$ cat src/rtl/vga_timing_gen.sv
// Parametrised VGA timing generator: pixel prescaler, col/row/frame counters,
// sync/blank decode and pixel/line/frame strobes, all outputs registered.
// Optional colour-bar test pattern on pat_rgb when VGA_TEST_PATTERN_EN is defined.
module vga_timing_gen #(
    parameter int unsigned H_ACTIVE = 640,
    parameter int unsigned H_FP     = 16,
    parameter int unsigned H_SYNC   = 96,
    parameter int unsigned H_BP     = 48,
    parameter int unsigned V_ACTIVE = 480,
    parameter int unsigned V_FP     = 10,
    parameter int unsigned V_SYNC   = 2,
    parameter int unsigned V_BP     = 33,
    parameter int unsigned PIX_DIV  = 2,
    parameter int unsigned HS_POL   = 0,
    parameter int unsigned VS_POL   = 0,
    parameter int unsigned FCNT_W   = 16
) (
    input  logic              CLOCK_50,
    input  logic              reset,
    input  logic              en,
    output logic              HS,
    output logic              VS,
    output logic              blank,
    output logic [9:0]        row,
    output logic [10:0]       col,
    output logic              pix_en,
    output logic              line_start,
    output logic              frame_start,
    output logic [FCNT_W-1:0] frame_cnt,
    output logic [23:0]       pat_rgb
);

    localparam int unsigned H_TOTAL = H_ACTIVE + H_FP + H_SYNC + H_BP;
    localparam int unsigned V_TOTAL = V_ACTIVE + V_FP + V_SYNC + V_BP;
    localparam int unsigned HS_BEG  = H_ACTIVE + H_FP;
    localparam int unsigned HS_END  = HS_BEG + H_SYNC;
    localparam int unsigned VS_BEG  = V_ACTIVE + V_FP;
    localparam int unsigned VS_END  = VS_BEG + V_SYNC;
    localparam int unsigned DIV_W   = (PIX_DIV > 1) ? $clog2(PIX_DIV) : 1;
    localparam logic        HS_ON   = 1'(HS_POL);
    localparam logic        VS_ON   = 1'(VS_POL);

    // Reject parameter sets the counters cannot represent
    if (PIX_DIV < 1 || H_FP < 1 || H_SYNC < 1 || H_BP < 1 ||
        V_FP < 1 || V_SYNC < 1 || V_BP < 1 ||
        H_TOTAL > 2048 || V_TOTAL > 1024) begin : g_param_err
        $error("vga_timing_gen: illegal parameter set");
    end

    logic [DIV_W-1:0]  div_q, div_d;
    logic [10:0]       col_q, col_d;
    logic [9:0]        row_q, row_d;
    logic [FCNT_W-1:0] fcnt_q, fcnt_d;
    logic              start_q, start_d;
    logic              hs_q, hs_d;
    logic              vs_q, vs_d;
    logic              blank_q, blank_d;
    logic              pix_en_q, pix_en_d;
    logic              line_q, line_d;
    logic              frame_q, frame_d;

    // Prescaler, position counters, strobes and sync/blank decode of the next position
    always_comb begin
        div_d    = div_q;
        col_d    = col_q;
        row_d    = row_q;
        fcnt_d   = fcnt_q;
        start_d  = start_q;
        pix_en_d = 1'b0;
        line_d   = 1'b0;
        frame_d  = 1'b0;
        if (en) begin
            if (start_q) begin
                // (0,0) is presented on the first enabled cycle after reset
                start_d  = 1'b0;
                pix_en_d = 1'b1;
            end else if (div_q == DIV_W'(PIX_DIV - 1)) begin
                div_d    = '0;
                pix_en_d = 1'b1;
                if (col_q == 11'(H_TOTAL - 1)) begin
                    col_d = '0;
                    if (row_q == 10'(V_TOTAL - 1)) begin
                        row_d  = '0;
                        fcnt_d = fcnt_q + FCNT_W'(1);
                    end else begin
                        row_d = row_q + 10'd1;
                    end
                end else begin
                    col_d = col_q + 11'd1;
                end
            end else begin
                div_d = div_q + DIV_W'(1);
            end
            line_d  = pix_en_d && (col_d == '0);
            frame_d = line_d && (row_d == '0);
        end
        hs_d    = (col_d >= 11'(HS_BEG) && col_d < 11'(HS_END)) ? HS_ON : ~HS_ON;
        vs_d    = (row_d >= 10'(VS_BEG) && row_d < 10'(VS_END)) ? VS_ON : ~VS_ON;
        blank_d = (col_d >= 11'(H_ACTIVE)) || (row_d >= 10'(V_ACTIVE));
    end

    // Timing state and registered outputs
    always_ff @(posedge CLOCK_50 or negedge reset) begin
        if (!reset) begin
            div_q    <= '0;
            col_q    <= '0;
            row_q    <= '0;
            fcnt_q   <= '0;
            start_q  <= 1'b1;
            hs_q     <= ~HS_ON;
            vs_q     <= ~VS_ON;
            blank_q  <= 1'b0;
            pix_en_q <= 1'b0;
            line_q   <= 1'b0;
            frame_q  <= 1'b0;
        end else begin
            div_q    <= div_d;
            col_q    <= col_d;
            row_q    <= row_d;
            fcnt_q   <= fcnt_d;
            start_q  <= start_d;
            hs_q     <= hs_d;
            vs_q     <= vs_d;
            blank_q  <= blank_d;
            pix_en_q <= pix_en_d;
            line_q   <= line_d;
            frame_q  <= frame_d;
        end
    end

`ifdef VGA_TEST_PATTERN_EN
    // Bar k starts at the first col with col*8 >= k*H_ACTIVE
    function automatic logic [7:1][10:0] calc_thr();
        for (int unsigned k = 1; k < 8; k++) begin
            calc_thr[k] = 11'((k * H_ACTIVE + 7) / 8);
        end
    endfunction

    localparam logic [7:1][10:0] BAR_THR = calc_thr();

    logic [23:0] pat_q, pat_d;
    logic [2:0]  bar_c;

    // Colour-bar lookup for the next position, black while blanked
    always_comb begin
        bar_c = 3'd0;
        for (int k = 1; k < 8; k++) begin
            if (col_d >= BAR_THR[k]) begin
                bar_c = bar_c + 3'd1;
            end
        end
        case (bar_c)
            3'd0:    pat_d = 24'hFFFFFF;
            3'd1:    pat_d = 24'hFFFF00;
            3'd2:    pat_d = 24'h00FFFF;
            3'd3:    pat_d = 24'h00FF00;
            3'd4:    pat_d = 24'hFF00FF;
            3'd5:    pat_d = 24'hFF0000;
            3'd6:    pat_d = 24'h0000FF;
            default: pat_d = 24'h000000;
        endcase
        if (blank_d) begin
            pat_d = 24'h000000;
        end
    end

    // Pattern register, aligned with the coordinate registers
    always_ff @(posedge CLOCK_50 or negedge reset) begin
        if (!reset) begin
            pat_q <= '0;
        end else begin
            pat_q <= pat_d;
        end
    end

    assign pat_rgb = pat_q;
`else
    assign pat_rgb = 24'h000000;
`endif

    assign HS          = hs_q;
    assign VS          = vs_q;
    assign blank       = blank_q;
    assign row         = row_q;
    assign col         = col_q;
    assign pix_en      = pix_en_q;
    assign line_start  = line_q;
    assign frame_start = frame_q;
    assign frame_cnt   = fcnt_q;

endmodule

$ cat config.mk
export PLATFORM = sky130hd
export DESIGN_NAME = vga_timing_gen
export DESIGN_NICKNAME = d
export VERILOG_FILES = /design/src/rtl/vga_timing_gen.sv
export SDC_FILE = /design/constraint.sdc
export NUM_CORES = 1
export LEC_CHECK = 0
export CAP_MARGIN = 20
export CELL_PAD_IN_SITES_DETAIL_PLACEMENT = 0
export CELL_PAD_IN_SITES_GLOBAL_PLACEMENT = 1
export CORE_MARGIN = 2
export CORE_UTILIZATION = 42
export CTS_BUF_LIST = sky130_fd_sc_hd__clkbuf_8
export CTS_CLUSTER_DIAMETER = 100
export DETAILED_ROUTE_END_ITERATION = 16
export PLACE_DENSITY_LB_ADDON = 0.1
export SETUP_SLACK_MARGIN = 0.4
export SLEW_MARGIN = 15
export SYNTH_ARGS = -nofsm -noshare
export SYNTH_HDL_FRONTEND = slang
export SYNTH_SLANG_ARGS = --single-unit
$ cat constraint.sdc
create_clock -name CLOCK_50 -period 7.67 [get_ports CLOCK_50]
set_clock_uncertainty 0.15 [all_clocks]
set_input_delay 0.767 -clock CLOCK_50 [delete_from_list [all_inputs] [get_ports CLOCK_50]]
set_output_delay 0.767 -clock CLOCK_50 [all_outputs]
set_load 0.1 [all_outputs]
### Yosys cells after proc, flatten, opt, wreduce, memory -nomap -nowiden

Cells that the tools add are included.

* register bits after elaboration: 45
* output and inout port bits: 67
* word-level logic and storage cells: 53

* $add $sub $neg: 4
* $lt $le $gt $ge: 6
* eq/ne operators: 2
* multiplexer cells: 20
* bitwise operators: 1
* reduce and logical (&&, ||, !) cells: 9

Operators by type and width (count)
* two-way mux 10 bit: 6
* two-way mux 11 bit: 5
* >= comparator 11 x 10 -> 1 bit (second input constant): 2
* >= comparator 10 x 9 -> 1 bit (second input constant): 2
* adder 16 x 1 -> 16 bit (second input constant): 1
* adder 11 x 1 -> 11 bit (second input constant): 1
* == test 11 x 10 -> 1 bit (second input constant): 1
* zero test 11 bit: 1
* less-than comparator 11 x 10 -> 1 bit (second input constant): 1
* adder 10 x 1 -> 10 bit (second input constant): 1
* == test 10 bit (second input constant): 1
* zero test 10 bit: 1
* less-than comparator 10 x 9 -> 1 bit (second input constant): 1
* two-way mux 1 bit: 9
* AND reduction 5 bit: 1
* logical AND 1 bit: 4
* AND reduction 2 bit: 1
* adder 1 bit (second input constant): 1
* logical OR 1 bit: 1
* inverter 1 bit: 1

### Longest topological paths before layout

* word-level depth: 10
* gate-level depth with buffers: 10
* mapped depth without buffers: 8

### Least setup slack after synthesis

OpenSTA, ideal clock, no wires.

* path kind: flip-flop to flip-flop
* start point: reg col_q[0] (netlist: col[0])
* end point: reg fcnt_q[11] (netlist: frame_cnt[11])
* setup time: 0.158 ns
* arrival time: 2.884 ns
* slack: 4.478 ns
* cell stages (with the launch flop): 9
* buffers on the path: 1
* path through: dfrtp_1 > ha_1 > nand4_1 > or4_4 > nor2_4 > and4_1 > buf_4 > nand4_1 > xnor2_1

* longest elaborated chain between the ends: 2

RTL lines
* start, declared: RTL line 51 `logic [10:0] col_q, col_d;`
* start signal, assigned: RTL line 118 `col_q <= col_d;`
* == test 11 x 10 -> 1 bit: RTL line 80 `if (col_q == 11'(H_TOTAL - 1)) begin`
* AND reduction 5 bit (no source line)
* end signal, assigned: RTL line 120 `fcnt_q <= fcnt_d;`
* end, declared: RTL line 53 `logic [FCNT_W-1:0] fcnt_q, fcnt_d;`

No other way between the ends.
A chain may end at the register's enable or synchronous reset.

### Final worst setup path

* start point: in en
* end point: reg fcnt_q[15] (netlist: frame_cnt[15])

* longest elaborated chain between the ends: 1

RTL lines
* start, declared: RTL line 20 `input logic en,`
* AND reduction 5 bit (no source line)

No other way between the ends.

==> impl_metrics.csv <==
group,metric,value,unit
setup_path,crit_start,"en",
placed_design,pre_cts_ws,4.03,ns
setup_path,cp_max_fo,14,
sta,tns,0,ns
logic_synthesis,synth.yosys.seq_area_share,39.5,%
route,ant_nets,0,
status,status,"completed",
power_and_ir_drop,total_power,0.749,mW
logic_synthesis,synth-main-ff-cell,"dfrtp_1",
sta,grt_setup_unrepaired,"no",
logic_synthesis,synth_top_area_share,36.8,%
clocking,clk_latency,0.30,ns
route,drt-total-wl,6470,um
logic_synthesis,ys_ff_latch,45,
logic_synthesis,netlist_area,2860,um^2
setup_path,ff2ff_setup_slack,4.59,ns
power_and_ir_drop,p_per_area,223,nW/um^2
die,io_pins,70,
sta,layout_min_cycle_time,3.35,ns
global_routing,grt.total_usage,17.7,%
clocking,clockRootBuffer,"clkbuf_8",
logic_synthesis,synth_cells,304,
cells_and_area,nFillCells,637,
die,dieArea,7480,um^2
cells_and_area,antennaDiodeCount,0,
die,die_width,86.5,um
cells_and_area,postLayoutCellArea,3360,um^2
die,core_region_area,6680,um^2
sta,final_max_slew_viol_count,0,
route,route.detailed.drc,0,
placed_design,placement.cell_area,3220,um^2
route,avgViaCountPerCell,5.46,
global_routing,antenna_found_initial,0,
clocking,cts_tree,"yes",
logic_synthesis,synth-async-reset-ratio,100,%
placed_design,finalWeightedCongestion,0.830,
route,drt_first_pass_iters,4,
setup_path,criticalPathCategory,"in2reg",
cells_and_area,syn2layout_area_growth,17.7,%
clocking,cts_hold_buf,0,
global_routing,grt-ovfl-total,0,
logic_synthesis,synth_cell_types,54,
clocking,cts_buffers,5,
clocking,cts_setup_buffers,0,
logic_synthesis,yosysWarnings,0,
setup_path,arrival,3.42,ns
die,start_util,42.8,%
route,drt-initial-drc-count,153,
setup_path,r2r_start,"row[0]$_DFF_PN0_",
clocking,clk_pin_slew,0.09,ns
logic_synthesis,synth-edff-count,0,
logic_synthesis,syn_area_per_cell,9.40,um^2
power_and_ir_drop,vdd_drop_max,0.171,mV
sta,slew-limit-headroom,34.2,%
logic_synthesis,ys_top_cells_by_area,"dfrtp_1 37%, xnor2_1 7.4%, buf_4 6.6%, nand3_1 3.2%, nand2_1 3.0%",
setup_path,cp-end-kind,"flip-flop",
cells_and_area,largest_reg_flops,16,
die,dieHeight,86.5,um
route,avgRoutedWirePerCell,15.3,um
sta,finalCritPeriodShare,43.7,%
cells_and_area,layout-drive-gt1-share,7.31,%
logic_synthesis,synth.most_common_cell,"dfrtp_1",
hold_path,hold_path.class,"in2async",
die,num_rows,30,
route,vias,2305,
setup_path,start_kind,"primary input",
clocking,cts-resized-gates,0,
placed_design,io_buffer_count,45,
sta,tightest_slew,0.984,ns
clocking,clock_path_buffers,2,
global_routing,grt_max_degree,46,
sta,fin_ws,4.32,ns
global_routing,grt_pass1_wl,10500,um
placed_design,dp_hpwl,4650,um
run,max_cap_violations,0,
logic_synthesis,synth_top_area_cell,"dfrtp_1",
clocking,htree_num_levels,2,
sta,hold_viol,0,
global_routing,grt_pass1_vias,2062,
logic_synthesis,synth_commonest_cells,"42 x dfrtp_1, 25 x buf_4, 24 x xnor2_1, 23 x nand2_1, 20 x nor2_1",
sta,setup_viol,0,
cells_and_area,num-nets-final,348,
sta,fmax,299,MHz
setup_path,cp.required,7.74,ns
setup_path,worstReg2RegEnd,"frame_cnt[15]$_DFFE_PN0P_",
setup_path,r2r_cells,8,
power_and_ir_drop,leakage,1.43,nW
clocking,cts_num_sinks,45,
where the power goes:
| group | total, mW | internal (mW) | switching (mW) |
|---|---|---|---|
| Combinational | 0.274 | 0.0604 | 0.213 |
| Sequential | 0.286 | 0.254 | 0.0325 |
| Clock | 0.189 | 0.106 | 0.0834 |
| Total | 0.749 | 0.420 | 0.329 |
cells by family after synthesis:
family | synth area share [%]
compound gates | 11.0
xor+xnor | 10.1
fa+ha+maj | 1.75
buf+inv | 10.9
flops | 39.5
mux | 2.23
other cells | 0.131
simple gates | 24.4
final cells by class:
cell class              instances  area (um^2)  share of cell area [%]
repair buffers                 46          465                    13.8
well taps                      80          100                    2.98
clock buffers                   6         82.6                    2.45
multi-input cells             231         1500                    44.7
flip-flops and latches         45         1130                    33.6
clock inverters                 2         37.5                    1.12
inverters                      12         45.0                    1.34
critical path, stage by stage:
cell,delay (ns)
clkdlybuf4s50_1,0.80
nand3b_1,0.40
or4_4,0.57
nor2_4,0.18
and4_1,0.33
nor3b_2,0.22
xor2_1,0.16
worst max path at each step:
stage	cells after the start	end	slack [ns]
2_1_floorplan	8	frame_cnt[11]$_DFFE_PN0P_	4.48
3_3_place_gp	7	frame_cnt[15]$_DFFE_PN0P_	4.12
3_5_place_dp	7	frame_cnt[15]$_DFFE_PN0P_	4.03
4_1_cts	7	frame_cnt[15]$_DFFE_PN0P_	4.35
5_1_grt	7	frame_cnt[12]$_DFFE_PN0P_	4.18
6_report	7	frame_cnt[15]$_DFFE_PN0P_	4.32
cell usage in the layout, fill, tap and decap left out, types with 3 or more instances in the layout:
| cell type | n |
|---|---|
| dfrtp_1 | 42 |
| a21o_1 | 3 |
| xor2_1 | 9 |
| and4_1 | 4 |
| o21ai_0 | 13 |
| and3_1 | 10 |
| clkdlybuf4s50_1 | 44 |
| ha_1 | 4 |
| xnor2_1 | 24 |
| nor3_1 | 5 |
| nand3_1 | 18 |
| nor2_1 | 20 |
| mux2i_1 | 3 |
| a31oi_1 | 8 |
| clkbuf_8 | 6 |
| conb_1 | 24 |
| dfstp_2 | 3 |
| nor4bb_1 | 3 |
| nand4_1 | 9 |
| mux2_2 | 3 |
| inv_1 | 12 |
| a21oi_1 | 6 |
| nand2b_1 | 4 |
| nand2_1 | 23 |
metal layers:
metal	part of all wire (%)	global-route usage [%]	wire length [um]	vias to the layer above
met2	46	27.4	2950	74
li1	-	-	-	1103
met4	1.0	5.11	67	0
met5	0	0	0	-
met1	48	25.3	3110	1122
met3	5.2	3.33	338	6
stage by stage:
step	instances	hold WS, ns	utilization (%)
CTS	421	0.342	50.1
global route	422	0.266	50.4
global placement	413	0.318	48.3
floorplan	327	0.321	-
finish	422	0.247	50.4
detailed placement	413	0.321	48.3
No activity file was read; power rests on OpenSTA's default activity.
